==> config.mk <==
export PLATFORM = sky130hd
export DESIGN_NAME = hazard_unit
export DESIGN_NICKNAME = d
export VERILOG_FILES = /design/src/rtl/core_pkg.sv /design/src/rtl/hazard_stage_slot.sv /design/src/rtl/hazard_unit.sv
export SDC_FILE = /design/constraint.sdc
export NUM_CORES = 1
export LEC_CHECK = 0
export ABC_CLOCK_PERIOD_IN_PS = 5200
export CORE_MARGIN = 1.5
export CORE_UTILIZATION = 53
export CTS_BUF_LIST = sky130_fd_sc_hd__clkbuf_8 sky130_fd_sc_hd__clkbuf_16
export DETAILED_ROUTE_END_ITERATION = 7
export PLACE_DENSITY_LB_ADDON = 0.05
export SKIP_CTS_REPAIR_TIMING = 1
export SYNTH_ARGS = -nofsm -noshare
export SYNTH_HDL_FRONTEND = slang
export SYNTH_SLANG_ARGS = --single-unit
==> constraint.sdc <==
create_clock -name clk -period 5.2 [get_ports clk]
set_clock_uncertainty 0.05 [all_clocks]
set_input_delay 0.78 -clock clk [delete_from_list [all_inputs] [get_ports clk]]
set_output_delay 0.78 -clock clk [all_outputs]
set_load 0.01 [all_outputs]
==> src/rtl/core_pkg.sv <==
// Shared hazard-tracking types: instruction hazard classes, ID forwarding select
// codes and the per-stage tracker slot record.
package core_pkg;

    typedef enum logic [1:0] {
        OP_NONE  = 2'b00,
        OP_ALU   = 2'b01,
        OP_LOAD  = 2'b10,
        OP_STORE = 2'b11
    } optype_t;

    localparam logic [1:0] FWD_RF      = 2'b00;
    localparam logic [1:0] FWD_EX      = 2'b01;
    localparam logic [1:0] FWD_MEM_ALU = 2'b10;
    localparam logic [1:0] FWD_MEM_LD  = 2'b11;

    typedef struct packed {
        optype_t    optype;
        logic [4:0] rd;
        logic [4:0] rs2;
    } slot_t;

    localparam slot_t SLOT_EMPTY = '{optype: OP_NONE, rd: 5'd0, rs2: 5'd0};

    // True when the slot holds a register-writing instruction that produces rs.
    function automatic logic writes_reg(input slot_t s, input logic [4:0] rs);
        return (rs != 5'd0) && (s.rd == rs) &&
               ((s.optype == OP_ALU) || (s.optype == OP_LOAD));
    endfunction

endpackage

==> src/rtl/hazard_stage_slot.sv <==
// One pipeline-stage entry of the hazard tracker; reloaded every cycle, never held.
module hazard_stage_slot
    import core_pkg::*;
(
    input  logic  clk,
    input  logic  rst,
    input  slot_t d,
    output slot_t q
);

    always_ff @(posedge clk or posedge rst) begin
        if (rst) q <= SLOT_EMPTY;
        else     q <= d;
    end

endmodule

==> src/rtl/hazard_unit.sv <==
// Pipeline scheduler: load-use stall, ID-resolved branch squash and ID/MEM
// forwarding selects derived from the EX/MEM/WB tracker slots.
module hazard_unit
    import core_pkg::*;
(
    input  logic       clk,
    input  logic       rst,
    input  logic       rs1use,
    input  logic       rs2use,
    input  logic [1:0] hazard_optype,
    input  logic [4:0] rd_ID,
    input  logic [4:0] rs1_ID,
    input  logic [4:0] rs2_ID,
    input  logic       Branch_ID,
    output logic       PC_EN_IF,
    output logic       reg_FD_EN,
    output logic       reg_FD_flush,
    output logic       reg_DE_flush,
    output logic [1:0] forward_ctrl_A,
    output logic [1:0] forward_ctrl_B,
    output logic       forward_ctrl_ls
);

    slot_t   ex_s, mem_s, wb_s, ex_d;
    optype_t id_optype;
    logic    load_stall;
    logic    unused_wb_rs2;

    hazard_stage_slot u_slot_ex  (.clk(clk), .rst(rst), .d(ex_d),  .q(ex_s));
    hazard_stage_slot u_slot_mem (.clk(clk), .rst(rst), .d(ex_s),  .q(mem_s));
    hazard_stage_slot u_slot_wb  (.clk(clk), .rst(rst), .d(mem_s), .q(wb_s));

    assign unused_wb_rs2 = ^wb_s.rs2;

    // An EX load producing this operand falls through to the MEM checks; the
    // stall it raises discards whatever select results.
    function automatic logic [1:0] fwd_sel(input slot_t ex, input slot_t mem,
                                           input logic use_rs, input logic [4:0] rs);
        if (!use_rs)                                         return FWD_RF;
        if (ex.optype == OP_ALU && writes_reg(ex, rs))       return FWD_EX;
        if (mem.optype == OP_ALU && writes_reg(mem, rs))     return FWD_MEM_ALU;
        if (mem.optype == OP_LOAD && writes_reg(mem, rs))    return FWD_MEM_LD;
        return FWD_RF;
    endfunction

    assign id_optype = optype_t'(hazard_optype);

    always_comb begin
        load_stall = (ex_s.optype == OP_LOAD) &&
                     ((rs1use && writes_reg(ex_s, rs1_ID)) ||
                      (rs2use && writes_reg(ex_s, rs2_ID) && id_optype != OP_STORE));
        ex_d = load_stall ? SLOT_EMPTY
                          : '{optype: id_optype, rd: rd_ID, rs2: rs2_ID};
    end

    // Outputs are forced to their idle values while reset is held so a branch
    // arriving during reset cannot squash the fetch.
    always_comb begin
        PC_EN_IF        = 1'b1;
        reg_FD_EN       = 1'b1;
        reg_FD_flush    = 1'b0;
        reg_DE_flush    = 1'b0;
        forward_ctrl_A  = FWD_RF;
        forward_ctrl_B  = FWD_RF;
        forward_ctrl_ls = 1'b0;
        if (!rst) begin
            PC_EN_IF        = !load_stall;
            reg_FD_EN       = !load_stall;
            reg_DE_flush    = load_stall;
            reg_FD_flush    = Branch_ID && !load_stall;
            forward_ctrl_A  = fwd_sel(ex_s, mem_s, rs1use, rs1_ID);
            forward_ctrl_B  = fwd_sel(ex_s, mem_s, rs2use, rs2_ID);
            forward_ctrl_ls = (mem_s.optype == OP_STORE) && (wb_s.optype == OP_LOAD) &&
                              (wb_s.rd == mem_s.rs2) && (wb_s.rd != 5'd0);
        end
    end

endmodule

======== After elaboration in Yosys (flattened, before gate mapping) ========
Cells that the tools add are included.
storage, ports and cells
  register bits ........................... 31
  input bits .............................. 22
  word-level logic and storage cells ...... 100
cells by class
  equality and inequality tests ........... 12
  muxes and demuxes ....................... 51
  reduce and logical (&&, ||, !) cells .... 29
operator list
  cell                count
  $mux 2              18
  $mux 1              32
  $eq 5x5->1          5
  $logic_and 1x1->1   22
  $reduce_bool 5->1   3
  $mux 12             1
  $eq 2x2->1 const B  4
  $eq 2x1->1 const B  2
  $logic_or 1x1->1    3
  $ne 2x2->1 const B  1
  $logic_not 1->1     1

======== Depth between registers and ports, before layout ========
  word-level depth ........................ 19
  gate-level depth with buffers ........... 8
  gate-level depth less buffers ........... 6

======== Cells and area by module ========
A second synthesis with hierarchy kept.
unflattened totals
  cells, all modules ...................... 132
  area, all modules ....................... 1645.3 µm²
by module, submodules not included
  module             times used  cells each  area an instance (µm²)
  hazard_stage_slot  3           13          304.0
  hazard_unit        1           93          733.2

======== Worst setup path before layout ========
No wires, ideal clock.
  path kind ............................... input-to-output
  start point ............................. input port rst
  end point ............................... output port forward_ctrl_ls
  arrival time ............................ 2088 ps
  required time ........................... 4370 ps
  setup slack ............................. 2282 ps
  cell stages on the path ................. 3
  path buffers ............................ 0
  cell sequence ........................... inv_1 -> nand4b_1 -> nor4_1
between the ends
  longest elaborated chain between the ends .. 1
RTL lines
  what         RTL line           RTL
  from (decl)  hazard_unit.sv:7   input logic rst,
  $mux 1       hazard_unit.sv:66  if (!rst) begin
  to (decl)    hazard_unit.sv:21  output logic forward_ctrl_ls
Every way passes these cells.

======== Worst setup path in the final report ========
  start point ............................. input port rs2_ID[3]
  end point ............................... output port reg_FD_flush
between the ends
  longest elaborated chain between the ends .. 10
  elaborated cells between the ends (all ways) .. 11
  those cells by class .................... eq/ne (1); mux (1); reduce/logical (9)
RTL lines
  what                                             RTL line           RTL
  from (decl)                                      hazard_unit.sv:13  input logic [4:0] rs2_ID,
  $eq 5x5->1 or $reduce_bool 5->1 (tied branches)  core_pkg.sv:27     return (rs != 5'd0) && (s.rd == rs) &&
  $logic_and 1x1->1 (*) (2 in series)              core_pkg.sv:27
  $logic_and 1x1->1 (*) (2 in series)              hazard_unit.sv:51  (rs2use && writes_reg(ex_s, rs2_ID) && id_optype != OP_STORE));
  $logic_or 1x1->1 (*)                             hazard_unit.sv:50  ((rs1use && writes_reg(ex_s, rs1_ID)) ||
  $logic_and 1x1->1 (*)                            hazard_unit.sv:49  load_stall = (ex_s.optype == OP_LOAD) &&
  $logic_not 1->1 (*)                              hazard_unit.sv:70  reg_FD_flush = Branch_ID && !load_stall;
  $logic_and 1x1->1 (*)                            hazard_unit.sv:70
  $mux 1 (*)                                       hazard_unit.sv:66
  to (decl)                                        hazard_unit.sv:17  output logic reg_FD_flush,
Mark *: on every way between the ends. The rest lies on a longest branch, timed or not.

==> impl_metrics.csv <==
group,metric,value,unit
cells_and_area,layoutNonFillerInstCount,185,
route,wl,2.69,mm
grt,grt_pass1_vias,1031,
cts,cts_sinks,31,
sta,slew-limit-headroom,73.4,%
grt,grt_max_degree,34,
critical_path,ff2ff_path_depth,6,
placed_design,dp_slack,1.40,ns
critical_path,crit_path_max_incr_delay,0.58,ns
sta,setup_viol,0,
route,wl_per_cell,14.5,µm
critical_path,critPathCaptureType,"output pin",
route,detail_route.first_pass.iterations,4,
grt,grt_pass1_wl,4.62,mm
synthesis,seq_area_frac_synth,53.3,%
cts,cts_tree,"built",
hold_path,worstHoldStart,"u_slot_ex.q[4]",
placed_design,finalWeightedCongestion,0.842,
cells_and_area,fillers,180,
grt,track_usage,19.8,%
pwr,powerDensity,275,nW/µm²
floorplanning,std_cell_rows,18,
cts,htreeDepth,2,
synthesis,syn_area_per_cell,12.1,µm²
sta,final_max_slew_viol_count,0,
cells_and_area,fin_area,1860,µm²
route,vias,998,
synthesis,synth_fp_nets,147,
critical_path,rr_endpoint,"u_slot_ex.q[3]",
sta,finalSetupTns,0,ns
critical_path,path_depth,6,
sta,min_period,3.81,ns
synthesis,syn-cell-area,1460,µm²
route,routed_via_density,5.39,
critical_path,cpLargestDelayFamily,"buffers and inverters",
critical_path,worstPathCellList,"clkdlybuf4s50_1 -> or4_4 -> o211ai_2 -> or3_4 -> and4_1 -> clkdlybuf4s50_1",
critical_path,cp.buffers_inverters,2,
critical_path,path_class,"input pin to output pin",
cells_and_area,syn_to_final_growth,27.7,%
job,drv_cap,0,
critical_path,reg2reg_from,"u_slot_ex.q[10]",
critical_path,cp_data_arrival_time,2.98,ns
hold_path,min_path_cells,0,
cells_and_area,postLayoutCoreUtil,73.1,%
hold_path,hold_class,"register to register",
cts,clockBufferDepth,2,
critical_path,cp.required,4.37,ns
floorplanning,io_pins,31,
outcome,status,"complete, no violations",
placed_design,placed_area,1770,µm²
grt,antenna_found_initial,0,
grt,overflow,0,
sta,layout_worst_path_cycle_share,73.3,%
cells_and_area,final_cell_mix,"dfrtp_1, clkdlybuf4s50_1, xor2_1, and3_1, xnor2_1",
synthesis,yosysUniqueCellTypes,30,
cts,clk_pin_slew,0.05,ns
cells_and_area,layout_commonest_cell,"dfrtp_1",
floorplanning,die_h,55.4,µm
synthesis,yosys_warnings,0,
sta,worstMarginPinSlew,0.395,ns
cells_and_area,diodes,0,
pwr,p_leak,0.799,nW
floorplanning,initial_core_util,57.2,%
sta,fin_ws,1.39,ns
placed_design,dpl.hpwl,2.09,mm
cells_and_area,drive_gt1_share,9.03,%
critical_path,crit_top_cell,"clkdlybuf4s50_1",
floorplanning,fp.dieW,55.4,µm
route,drt_iter0_markers,23,
placed_design,numPlacedInstances,178,
synthesis,syn_inst,120,
cells_and_area,fin_nets,182,
critical_path,slowest_stage,"or4_4",
synthesis,ys_seq_elements,31,
sta,hold_violations,0,
pwr,vdd_drop_max,225,µV
hold_path,holdPathEnd,"u_slot_mem.q[4]",
placed_design,port_buffers,30,
critical_path,path_max_fanout,15,
floorplanning,core,2540,µm²
cts,insertion_delay,0.28,ns
floorplanning,die_area,3070,µm²
route,route.detailed.drc,0,
route,antenna_left,0,
sta,max_freq,262,MHz
critical_path,crit_path_start_kind,"input pin",
cts,root_buffer,"clkbuf_8",
cts,cts_buffers,5,
sta,rsz0062_at_grt,"false",
critical_path,r2r_setup_slack,3.31,ns
[worst max-delay path by stage]
stage | startpoint | endpoint
after floorplan | rst | forward_ctrl_ls
after global placement | rs2_ID[3] | reg_FD_flush
after detailed placement | rs1_ID[0] | forward_ctrl_A[1]
after CTS | rs2_ID[3] | reg_FD_flush
after global routing | rs2_ID[3] | reg_FD_flush
final | rs2_ID[3] | reg_FD_flush
[synth_stat cells]
| cell | number | share of area, % |
|---|---|---|
| a21bo_1 | 1 | 0.69 |
| a21o_1 | 2 | 1.0 |
| a21oi_1 | 3 | 1.0 |
| and3_1 | 12 | 5.2 |
| and4_1 | 1 | 0.60 |
| buf_4 | 1 | 0.52 |
| buf_6 | 2 | 1.5 |
| dfrtp_1 | 31 | 53 |
| ha_1 | 5 | 4.3 |
| inv_1 | 8 | 2.1 |
| nand2_1 | 2 | 0.52 |
| nand2b_1 | 1 | 0.43 |
| nand3_1 | 3 | 1.0 |
| nand4_4 | 1 | 1.5 |
| nand4b_1 | 2 | 1.2 |
| nor2_1 | 2 | 0.52 |
| nor2b_1 | 2 | 0.86 |
| nor3_1 | 4 | 1.4 |
| nor3b_1 | 1 | 0.52 |
| nor4_1 | 4 | 1.7 |
| nor4_2 | 1 | 0.86 |
| o2111ai_1 | 1 | 0.60 |
| o211ai_1 | 1 | 0.52 |
| o211ai_2 | 1 | 0.86 |
| o2bb2ai_1 | 1 | 0.60 |
| o32ai_1 | 1 | 0.60 |
| or3_4 | 1 | 0.77 |
| or4_4 | 2 | 1.5 |
| xnor2_1 | 9 | 5.4 |
| xor2_1 | 14 | 8.4 |
[flip-flops by register name (all words and copies together) (netlist names)]
register / count
u_slot_ex.q: 12
u_slot_wb.q: 7
u_slot_mem.q: 12
[kinds of logic after synthesis]
group,Yosys count,share of synthesized area (%)
simple gates,39,18.6
compound gates,11,5.93
fa+ha+maj,5,4.30
flops,31,53.3
buf+inv,11,4.12
xor+xnor,23,13.8
[area by class of cell]
cell class / instances / area, µm² / share of cell area (%)
flip-flops and latches: 31 / 776 / 41.7
multi-input cells: 78 / 621 / 33.4
repair buffers: 31 / 308 / 16.6
clock buffers: 6 / 82.6 / 4.44
well taps: 30 / 37.5 / 2.02
inverters: 8 / 30.0 / 1.62
clock inverters: 1 / 5.00 / 0.269
[per-layer routing]
metal / up-vias / part of all wire, % / global-route usage (%)
li1: 489 / - / -
met1: 474 / 41 / 22.1
met2: 27 / 53 / 35.0
met3: 8 / 4.7 / 6.56
met4: 0 / 1.5 / 6.62
met5: - / 0 / 0
[metrics by stage]
step                power (W)  hold WS, ns
detailed placement   0.000332        0.286
global route         0.000533        0.303
CTS                  0.000514        0.298
floorplan            0.000300        0.281
global placement     0.000330        0.282
finish               0.000511        0.297
[power breakdown]
group / internal [W] / switching [W]
Combinational: 0.0000343 / 0.0000290
Clock: 0.000103 / 0.0000803
Sequential: 0.000254 / 0.00000988
Total: 0.000392 / 0.000119
Power figures use the tool's default switching activity.
